### config.mk
export PLATFORM = sky130hd
export DESIGN_NAME = line_delay_ctrl
export DESIGN_NICKNAME = d
export VERILOG_FILES = /design/src/rtl/line_delay_ctrl.sv
export SDC_FILE = /design/constraint.sdc
export NUM_CORES = 1
export LEC_CHECK = 0
export ABC_AREA = 1
export BUFFER_PORTS_ARGS = -buffer_cell sky130_fd_sc_hd__buf_2
export CAP_MARGIN = 25
export CORE_ASPECT_RATIO = 1.75
export CORE_MARGIN = 3
export CORE_UTILIZATION = 50
export CTS_CLUSTER_SIZE = 8
export DETAILED_ROUTE_END_ITERATION = 10
export MAX_ROUTING_LAYER = met4
export PLACE_DENSITY = 0.85
export SKIP_LAST_GASP = 1
export SYNTH_ARGS = -nofsm -noshare
export SYNTH_HDL_FRONTEND = slang
export SYNTH_SLANG_ARGS = --single-unit
### constraint.sdc
create_clock -name clk -period 2 [get_ports clk]
set_input_delay 0.3 -clock clk [delete_from_list [all_inputs] [get_ports clk]]
set_output_delay 0.3 -clock clk [all_outputs]
set_load 0.03 [all_outputs]
### src/rtl/line_delay_ctrl.sv
// One-line delay front end: drives BRAM port A read-before-write per accepted pixel and
// emits {current, above} vertical pairs through a two-stage valid/ready pipeline.
`timescale 1ns/1ps

module line_delay_ctrl #(
    parameter int WIDTH      = 8,
    parameter int INDEXWIDTH = 9,
    parameter int LINE_WIDTH = 512
) (
    input  logic                  clk,
    input  logic                  rst_n,
    input  logic                  in_valid,
    output logic                  in_ready,
    input  logic                  in_sof,
    input  logic [WIDTH-1:0]      in_pix,
    output logic                  out_valid,
    input  logic                  out_ready,
    output logic [WIDTH-1:0]      out_cur,
    output logic [WIDTH-1:0]      out_above,
    output logic                  out_first_row,
    output logic                  out_eol,
    output logic                  bram_ssr,
    output logic                  bram_en,
    output logic                  bram_we,
    output logic [INDEXWIDTH-1:0] bram_addr,
    output logic [WIDTH-1:0]      bram_din,
    input  logic [WIDTH-1:0]      bram_dout,
    input  logic                  bram_dack
);

    localparam logic [INDEXWIDTH-1:0] LAST_COL = INDEXWIDTH'(LINE_WIDTH - 1);
    localparam logic [INDEXWIDTH-1:0] COL_ONE  = {{(INDEXWIDTH-1){1'b0}}, 1'b1};

    logic                  run;
    logic [INDEXWIDTH-1:0] col;
    logic                  first_row;

    logic                  s1_valid;
    logic [WIDTH-1:0]      s1_pix;
    logic                  s1_first_row;
    logic                  s1_eol;

    logic                  s2_free;
    logic                  xfer;
    logic                  s1_to_s2;
    logic [INDEXWIDTH-1:0] pix_col;
    logic                  pix_first_row;
    logic                  pix_eol;

    // run keeps in_ready low through reset and for the edge on which rst_n is released
    assign s2_free  = !out_valid || out_ready;
    assign in_ready = run && (!s1_valid || s2_free);
    assign xfer     = in_valid && in_ready;
    assign s1_to_s2 = s1_valid && s2_free;

    assign bram_ssr  = 1'b0;
    assign bram_en   = xfer;
    assign bram_we   = xfer;
    assign bram_addr = pix_col;
    assign bram_din  = in_pix;

    // NOTE: every always_comb output gets a default first, so no path leaves it unassigned
    // and no latch is inferred.
    always_comb begin
        pix_col       = col;
        pix_first_row = first_row;
        if (in_sof) begin
            pix_col       = '0;
            pix_first_row = 1'b1;
        end
        pix_eol = (pix_col == LAST_COL);
    end

    // NOTE: sequential state uses non-blocking assignments so every register samples
    // pre-edge values regardless of statement order.
    always_ff @(posedge clk or negedge rst_n) begin
        if (!rst_n) begin
            run       <= 1'b0;
            col       <= '0;
            first_row <= 1'b1;
        end else begin
            run <= 1'b1;
            if (xfer) begin
                col       <= pix_eol ? '0 : pix_col + COL_ONE;
                first_row <= pix_eol ? 1'b0 : pix_first_row;
            end
        end
    end

    // s1 tracks the BRAM access in flight; refill wins over drain in the same cycle
    always_ff @(posedge clk or negedge rst_n) begin
        if (!rst_n) begin
            s1_valid     <= 1'b0;
            s1_pix       <= '0;
            s1_first_row <= 1'b0;
            s1_eol       <= 1'b0;
        end else if (xfer) begin
            s1_valid     <= 1'b1;
            s1_pix       <= in_pix;
            s1_first_row <= pix_first_row;
            s1_eol       <= pix_eol;
        end else if (s1_to_s2) begin
            s1_valid <= 1'b0;
        end
    end

    always_ff @(posedge clk or negedge rst_n) begin
        if (!rst_n) begin
            out_valid     <= 1'b0;
            out_cur       <= '0;
            out_above     <= '0;
            out_first_row <= 1'b0;
            out_eol       <= 1'b0;
        end else if (s1_to_s2) begin
            out_valid     <= 1'b1;
            out_cur       <= s1_pix;
            out_above     <= s1_first_row ? '0 : bram_dout;
            out_first_row <= s1_first_row;
            out_eol       <= s1_eol;
        end else if (out_ready) begin
            out_valid <= 1'b0;
        end
    end

    // BRAM must have acknowledged the access before its read data is consumed
    dack_check: assert property (@(posedge clk) disable iff (!rst_n) s1_to_s2 |-> bram_dack);

endmodule

# Word level (Yosys, flattened, before mapping)
# Cells that the tools add are included.
# word_totals
mem_count	0
input_bits	22
latch_bits	0
out_inout_bits	40
romBits	0
register_bits	41
ramBits	0
# op_classes
eq_ne	1
order_cmp	0
n_bitwise	0
shift	0
n_reduce_logical	9
n_addsub	1
n_div	0
n_mul	0
muxes	9
# ops
operator	count
$mux 9	2
$add 9x1->9 const B	1
$eq 9x9->1 const B	1
$mux 8	1
$mux 1	6
$reduce_bool 2->1	2
$logic_and 1x1->1	3
$logic_not 1->1	2
$logic_or 1x1->1	2

# Logic depth before layout (Yosys ltp)
# Gate-level depths: netlist (run 1).
# depth
depth_word	6
mapped_depth	11
ltp_nobuf	11

# Least setup slack after synthesis (run 1)
# No wires, ideal clock.
# synth_timing
kind	register -> register
startpoint	register col[0]
endpoint	register col[0]
t_required_ns	1.840
t_arrival_ns	2.001
stages_incl_launch_ff	12
slack_ns	-0.161
n_path_buf	0
synth_period_minus_slack_ns	2.161
setup_time_ns	0.160
path_cell_list	dfrtp_1 -> inv_1 -> nor2_1 -> ha_1 -> nand3_1 -> nor2_1 -> nand3_1 -> nor2_1 -> ha_1 -> inv_1 -> nand2_1 -> o22ai_1
# synth_via
elab_chain_cells	3
# synth_rtl
element	line_no	text
from (decl)	35	logic [INDEXWIDTH-1:0] col;
from (signal assigned)	84	col <= pix_eol ? '0 : pix_col + COL_ONE;
$mux 9 *	67	if (in_sof) begin
named net bram_addr[0]	25	output logic [INDEXWIDTH-1:0] bram_addr,
$add 9x1->9 / $eq 9x9->1 (equally long branches)	84, 71	
$mux 9 *	84	
# The timed path passes the listed nets; every way through them passes the cells marked *.
# A chain may end at the register's enable or synchronous reset.

# Worst setup path after layout (run 1)
# layout_timing
startpoint	register col[0]
endpoint	register col[0]
# layout_via
elab_chain_cells	3
# layout_rtl
element	line_no
$mux 9 *	67
$add 9x1->9 / $eq 9x9->1 (equally long branches)	84, 71
$mux 9 *	84
# Every way passes the cells marked *; elsewhere a longest branch is shown, timed or not.

==> flow_summary.json, run 1 <==
{
  "cts_tree": "done",
  "crit_arrival_ps": 2010,
  "drt_wl_total_um": 3780,
  "core_area_um2": 3500,
  "required_ps": 2160,
  "fin_util_pct": 64.9,
  "clock-root-buffer": "clkbuf_8",
  "multi_input_area_um2": 614,
  "tightest_slew_ps": 503,
  "synth_commonest_cells": "nand2_1, dfrtp_1, inv_1",
  "avgSynthCellArea_um2": 9.16,
  "viasPerCell": 4.73,
  "syn-cell-area_um2": 1870,
  "setup-violations-final": 0,
  "place_area_um2": 2140,
  "ys_ff_latch": 41,
  "yosys.area.top_type": "dfrtp_1",
  "p_int_uw": 1530,
  "routedWlPerCell_um": 12.4,
  "n_fill_cell": 316,
  "drc": 0,
  "clockPowerShare_pct": 27.5,
  "cts-htree-levels": 2,
  "yosysSeqAreaShare_pct": 55.0,
  "area_growth_pct": 21.6,
  "synth_most_common_cell": "nand2_1",
  "dieArea_um2": 4540,
  "clk_pin_slew_ps": 70,
  "syn_inst": 204,
  "min_period_ps": 1850,
  "finalCritPeriodShare_pct": 92.3,
  "io_pins": 62,
  "finClkSkew_ps": 7.28,
  "fmax_mhz": 542,
  "synth_cell_types": 24,
  "place_ws_ps": 70.9,
  "num_rows": 28,
  "dp_hpwl_um": 2890,
  "grt_pass1_wl_um": 6170,
  "antenna_found_initial": 0,
  "numPortBuffers": 59,
  "p_leak_uw": 0.00124,
  "start_kind": "flip-flop",
  "syn_nets": 229,
  "ys_top_cells_by_area": "dfrtp_1, nand2_1, o21ai_0",
  "hp-class": "input pin to flip-flop",
  "p_seq_share_pct": 45.8,
  "setup.worst_path.end_class": "flip-flop",
  "gp_congestion": 0.886,
  "vdd_ir_drop_max_mv": 0.523,
  "synth_edf_count": 0,
  "overflow": 0,
  "yosys_warnings": 0,
  "p_sw_share_pct": 32.8,
  "insertion_delay_ps": 280,
  "regArea_um2": 1030,
  "hold_violations": 0,
  "worst_slack_ps": 154,
  "synthArstFlopShare_pct": 100,
  "drt_pre_antenna_iters": 4,
  "die_w_um": 52.2,
  "powerDensity_nw_per_um2": 1000,
  "drtAntennaViolNets": 0,
  "numCtsBuffers": 5,
  "crit_fanout": 4,
  "vias": 1448,
  "cap_viol_max_count": 0,
  "switchingPower_uw": 746,
  "power_frac_comb_pct": 26.7,
  "max-slew-margin-rel_pct": 66.5,
  "finalSetupTns_ps": 0,
  "synth_ff_type": "dfrtp_1",
  "status": "finished, final reports clean",
  "cts_sinks": 41,
  "fin_area_um2": 2270,
  "holdWs_ps": 236,
  "yosys.area.top_type_share_pct": 53.5,
  "grt_max_degree": 27,
  "die_y_um": 86.9,
  "fin_nets": 285,
  "diodes": 0,
  "postCtsSetupRepairBufs": 0,
  "drv_slew": 0,
  "crit_type": "flip-flop to flip-flop",
  "drt_iter0_markers": 30,
  "initial_core_util_pct": 53.4,
  "drive_above_1_share_pct": 35.6,
  "grt.total_usage_pct": 18.8,
  "grt_pass1_vias": 1414,
  "cts_buffer_depth": 2
}
kinds of logic (layout without fill, tap and decap cells):
group | count (synthesis) | after routing | synth area share (%)
buffers and inverters | 47 | 104 | 13.1
and+or+nand+nor | 70 | 70 | 16.1
adders and majority gates | 3 | 3 | 2.01
AOI/OAI and AO/OA | 40 | 40 | 13.0
DFF | 41 | 41 | 55.0
xor gates and xnor gates | 1 | 1 | 0.469
other | 2 | 2 | 0.402
metal layers:
metal	GRT usage, %	share of wire [%]
met5	-	0
met4	7.91	2.0
met3	3.09	4.8
met2	33.4	55
met1	20.1	38
final timing paths:
check	to	cells after the start	from	slack (ps)
worst max-delay path	col[0]	11	col[0]	150
worst min-delay path	out_above[0]	2	bram_dout[0]	240
worst max register to register	col[0]	11	col[0]	150
worst min register to register	out_cur[2]	2	out_cur[2]	480
max in group asynchronous	s1_pix[2]	3	rst_n	1000
min in group asynchronous	out_above[3]	2	rst_n	520
cells in the final DEF (no fill, tap or decap), types with 2 or more instances in the layout:
master,n
o21ai_0,25
nand2_1,45
ha_1,2
nand3_2,4
dfrtp_1,40
conb_1,2
a22o_2,6
clkbuf_8,5
nor2_2,4
inv_2,4
a22o_1,2
buf_4,3
inv_1,27
a21oi_1,2
buf_2,59
o21ai_1,3
nand3_1,6
nor2_1,9
through the flow:
step | cells | total power, uW
global placement | 297 | 1650
detailed placement | 297 | 1670
finish | 306 | 2270
floorplan | 204 | 1480
global route | 306 | 2420
CTS | 306 | 2310
repair_timing:
item	CTS	global route
gates resized for setup	0	4
hold endpoints to repair	19	0
endpoints found under the setup margin	0	8
hold buffers	1	0
final cells by class:
class,count,share of cell area (%)
clock buffer,6,3.19
clock inverter,2,1.54
multi-input combinational,116,27.0
tap,45,2.48
inverter,32,5.28
timing repair buffer,64,15.3
sequential,41,45.2
critical path: stages (launching register included):
cell	delay, ps
dfrtp_1	350
inv_1	60
nor2_2	110
ha_1	220
nand3_2	130
nor2_2	140
nand3_1	120
nor2_2	150
ha_2	200
inv_1	40
nand2_1	120
o22ai_1	90
power by group through the flow:
stage	clock, uW	sequential (uW)	combinational (uW)
floorplan	0	1240	242
global placement	0	1050	599
detailed placement	0	1060	614
CTS	651	1040	618
global route	693	1060	665
finish	625	1040	608
sequential cells by signal, summed over array words and instances (netlist names):
signal,count
col,9
out_above,8
out_cur,8
s1_pix,8
first_row,1
out_eol,1
out_first_row,1
out_valid,1
run,1
s1_eol,1
s1_first_row,1
s1_valid,1
(Power assumes the default switching activity.)
==> run 2, diff against run 1 <==
PLACE_DENSITY = 0.79   (was 0.85)
==> run 2 against run 1 <==
Utilization down 0.64 points. Clock power down 20%. Sequential share of layout area up 0.45 points. Total power down 5.3%. Die area unchanged. Maximum frequency up 4.0%. Largest cell class unchanged. Largest power group unchanged. Hold slack worse by 3.3 ps. Count of clock-buffer cells in the layout unchanged. Worst setup slack better by 71 ps. Critical endpoint is now col[2]. Cell count unchanged.
==> flow_summary.json, run 2 (synthesis gave the netlist of run 1 again) <==
{
  "top_register": "col",
  "drtAntennaViolNets": 0,
  "switchingPower_uw": 753,
  "status": "finished, final reports clean",
  "insertion_delay_ps": 280,
  "core_area_um2": 3500,
  "routedWlPerCell_um": 12.2,
  "fmax_mhz": 563,
  "io_pins": 62,
  "grt_max_degree": 42,
  "layout_commonest_cell": "buf_2",
  "vdd_ir_drop_max_mv": 0.512,
  "n_fill_cell": 333,
  "cts-htree-levels": 2,
  "vias": 1509,
  "cts_tree": "done",
  "p_seq_share_pct": 48.3,
  "p_sw_share_pct": 35.0,
  "drt_wl_total_um": 3740,
  "overflow": 0,
  "fin_util_pct": 64.3,
  "diodes": 0,
  "total_power_uw": 2150,
  "crit_arrival_ps": 1940,
  "hold_violations": 0,
  "antenna_found_initial": 0,
  "holdWs_ps": 233,
  "cts_sinks": 41,
  "drt_iter0_markers": 37,
  "setup-violations-final": 0,
  "finClkSkew_ps": 2.49,
  "power_frac_comb_pct": 28.4,
  "p_leak_uw": 0.00123,
  "drc": 0,
  "hp-class": "input pin to flip-flop",
  "drive_above_1_share_pct": 36.0,
  "powerDensity_nw_per_um2": 957,
  "min_period_ps": 1780,
  "numPortBuffers": 59,
  "initial_core_util_pct": 53.4,
  "area_growth_pct": 20.4,
  "clock-root-buffer": "clkbuf_8",
  "drv_slew": 0,
  "cap_viol_max_count": 0,
  "start_kind": "flip-flop",
  "finalSetupTns_ps": 0,
  "die_y_um": 86.9,
  "dieArea_um2": 4540,
  "gp_congestion": 0.814,
  "num_rows": 28,
  "setup.worst_path.end_class": "flip-flop",
  "finalCritPeriodShare_pct": 88.8,
  "drt_pre_antenna_iters": 4,
  "grt_pass1_vias": 1509,
  "required_ps": 2160,
  "clockPowerShare_pct": 23.3,
  "grt_pass1_wl_um": 6330,
  "r2r_slack_ps": 220,
  "clk_pin_slew_ps": 70,
  "viasPerCell": 4.93,
  "rsz0062_at_grt": "false",
  "die_w_um": 52.2,
  "crit_type": "flip-flop to flip-flop",
  "final_cell_mix": "buf_2, nand2_1, dfrtp_1",
  "largest_reg_flops": 9,
  "crit_fanout": 4,
  "dp_hpwl_um": 2800,
  "cts_buffer_depth": 2,
  "fin_nets": 285,
  "p_int_uw": 1400,
  "grt.total_usage_pct": 19.1,
  "numCtsBuffers": 5
}
run 2: timing repair:
| item | in CTS | in global routing |
|---|---|---|
| gates resized for setup | 0 | 5 |
| hold buffers | 1 | 0 |
| endpoints found under the hold margin | 40 | 0 |
| setup buffers | 0 | 0 |
| setup endpoints to repair | 0 | 7 |
run 2: power by group through the flow:
stage,Sequential [uW],Clock [uW],Combinational [uW]
finish,1040,503,612
global route,1060,560,668
CTS,1040,526,620
detailed placement,1050,0,617
global placement,1050,0,599
floorplan,1240,0,242
run 2: cell type report:
class / instances / area, um^2 / area share (%)
inverters: 32 / 120 / 5.34
flip-flops and latches: 41 / 1030 / 45.6
clock buffers: 6 / 72.6 / 3.22
clock inverters: 2 / 10.0 / 0.445
multi-input cells: 116 / 617 / 27.4
repair buffers: 64 / 348 / 15.5
well taps: 45 / 56.3 / 2.50
run 2: through the flow:
stage / cells / area, um^2 / worst slack [ps]
6_report: 306 / 2250 / 225
2_1_floorplan: 204 / 1870 / 49.1
3_5_place_dp: 297 / 2140 / 79.6
5_1_grt: 306 / 2250 / 8.90
3_3_place_gp: 297 / 2140 / 132
4_1_cts: 306 / 2240 / 135
run 2: worst paths after layout:
path	start	end	cells after the start
max	col[0]	col[2]	11
min	bram_dout[2]	out_above[2]	2
max reg2reg	col[0]	col[2]	11
min reg2reg	out_cur[5]	out_cur[5]	2
max in group asynchronous	rst_n	first_row	3
min in group asynchronous	rst_n	run	3
run 2: layer usage:
layer	vias to the layer above	wire length, um	share of wire [%]	track usage (%)
li1	741	-	-	-
met1	714	1390	37	18.8
met2	42	2070	55	33.6
met3	12	150	4.0	3.95
met4	0	127	3.4	11.2
met5	-	0	0	-
run 2: critical path, cell delays in order (launching register included):
cell and delay (ps):
dfrtp_1 350, inv_1 60, nor2_2 120, ha_2 210
nand3_2 110, nor2_2 110, nand3_1 110, nor2_2 130
ha_2 200, inv_1 40, nand2_1 120, o21ai_0 100
==> run 3, diff against run 2 <==
REMOVE_ABC_BUFFERS = 1   (was unset)
==> run 3 against run 2 <==
Worst setup slack worse by 84 ps. Sequential share of layout area is 0.20 points lower. Maximum frequency decreased by 4.5%. Via count decreased by 2.7%. Hold slack worse by 2.9 ps. First-iteration DRC count rose by 30%. Combinational power about the same. Largest cell class unchanged. Largest power group unchanged. Sequential power about the same. Utilization grew 0.29 points. Routed wire length decreased by 2.6%. Critical path type unchanged.
==> flow_summary.json, run 3 (synthesis gave the netlist of run 1 again) <==
{
  "status": "finished, final reports clean",
  "drtAntennaViolNets": 0,
  "hold_violations": 0,
  "total_power_uw": 2180,
  "io_pins": 62,
  "finClkSkew_ps": 3.42,
  "overflow": 0,
  "rr_startpoint": "col[0]",
  "viasPerCell": 4.80,
  "die_y_um": 86.9,
  "place_area_um2": 2150,
  "finalCritPeriodShare_pct": 93.0,
  "place_ws_ps": 62.5,
  "grt.total_usage_pct": 18.1,
  "cap_viol_max_count": 0,
  "drv_slew": 0,
  "rr_worst_depth": 11,
  "grt_pass1_wl_um": 5930,
  "start_kind": "flip-flop",
  "gp_congestion": 0.893,
  "numCtsBuffers": 5,
  "top_register": "col",
  "setup.worst_path.end_class": "flip-flop",
  "crit_end": "col[2]",
  "diodes": 0,
  "crit_arrival_ps": 2030,
  "fmax_mhz": 538,
  "drt_iter0_markers": 48,
  "required_ps": 2170,
  "crit_start": "col[0]",
  "initial_core_util_pct": 53.4,
  "dp_hpwl_um": 2640,
  "worst_slack_ps": 141,
  "numPortBuffers": 59,
  "cts_tree": "done",
  "die_w_um": 52.2,
  "insertion_delay_ps": 290,
  "drt_wl_total_um": 3650,
  "largest_reg_flops": 9,
  "cts-htree-levels": 2,
  "drc": 0,
  "cts_sinks": 41,
  "p_leak_uw": 0.00123,
  "vias": 1468,
  "final_cell_mix": "buf_2, nand2_1, dfrtp_1",
  "hp-class": "input pin to flip-flop",
  "routedWlPerCell_um": 11.9,
  "cts_buffer_depth": 2,
  "fin_nets": 286,
  "grt_pass1_vias": 1385,
  "dieArea_um2": 4540,
  "worstReg2RegEnd": "col[2]",
  "finalSetupTns_ps": 0,
  "clk_pin_slew_ps": 70,
  "drt_pre_antenna_iters": 4,
  "antenna_found_initial": 0,
  "vdd_ir_drop_max_mv": 0.613,
  "min_period_ps": 1860,
  "num_rows": 28,
  "drive_above_1_share_pct": 36.0,
  "fin_area_um2": 2260,
  "r2r_slack_ps": 140,
  "worstHoldStart": "in_pix[0]",
  "clock-root-buffer": "clkbuf_8",
  "setup-violations-final": 0,
  "fin_util_pct": 64.5,
  "powerDensity_nw_per_um2": 965,
  "crit_type": "flip-flop to flip-flop",
  "grt_max_degree": 42,
  "crit_fanout": 4,
  "postCtsSetupRepairBufs": 0,
  "area_growth_pct": 21.0,
  "layout_commonest_cell": "buf_2",
  "core_area_um2": 3500
}
-- run 3: worst min-delay path by stage --
stage,end,slack (ps),cells past startpoint
6_report,s1_pix[0],230,3
4_1_cts,s1_pix[0],220,3
3_3_place_gp,s1_pix[2],280,2
3_5_place_dp,s1_pix[3],290,2
2_1_floorplan,col[0],4,0
5_1_grt,out_above[2],220,2
-- run 3: worst max-delay path, stage by stage, from the launching register on --
cell	delay, ps
dfrtp_1	350
inv_1	70
nor2_2	110
ha_2	200
nand3_1	120
nor2_2	160
nand3_1	120
nor2_2	130
ha_2	210
inv_1	40
nand2_1	120
o21ai_0	100
-- run 3: cell type report --
class | instances | area (um^2)
timing repair buffer | 65 | 355
tap | 45 | 56.3
sequential | 41 | 1030
fill | 317 | 1240
clock buffer | 6 | 82.6
multi-input combinational | 116 | 612
inverter | 32 | 120
clock inverter | 1 | 7.51
-- run 3: repair_timing --
| action | in CTS | in global routing |
|---|---|---|
| hold endpoints to repair | 40 | 0 |
| gates resized for setup | 0 | 6 |
| hold buffers | 1 | 0 |
| setup endpoints to repair | 0 | 7 |
-- run 3: metrics by stage --
step,hold WS (ps),cells
2_1_floorplan,4.41,189
3_3_place_gp,285,298
3_5_place_dp,287,298
5_1_grt,221,306
6_report,230,306
4_1_cts,220,306
-- run 3: routing by layer --
layer  global-route usage [%]  share of wire [%]
met5                        -                  0
met4                     7.91                2.2
met3                     3.60                5.9
met2                     32.9                 53
met1                     17.9                 39
-- run 3: where the power goes --
group	switching (uW)	internal (uW)
clock network	262	272
logic	421	189
registers	64.9	973
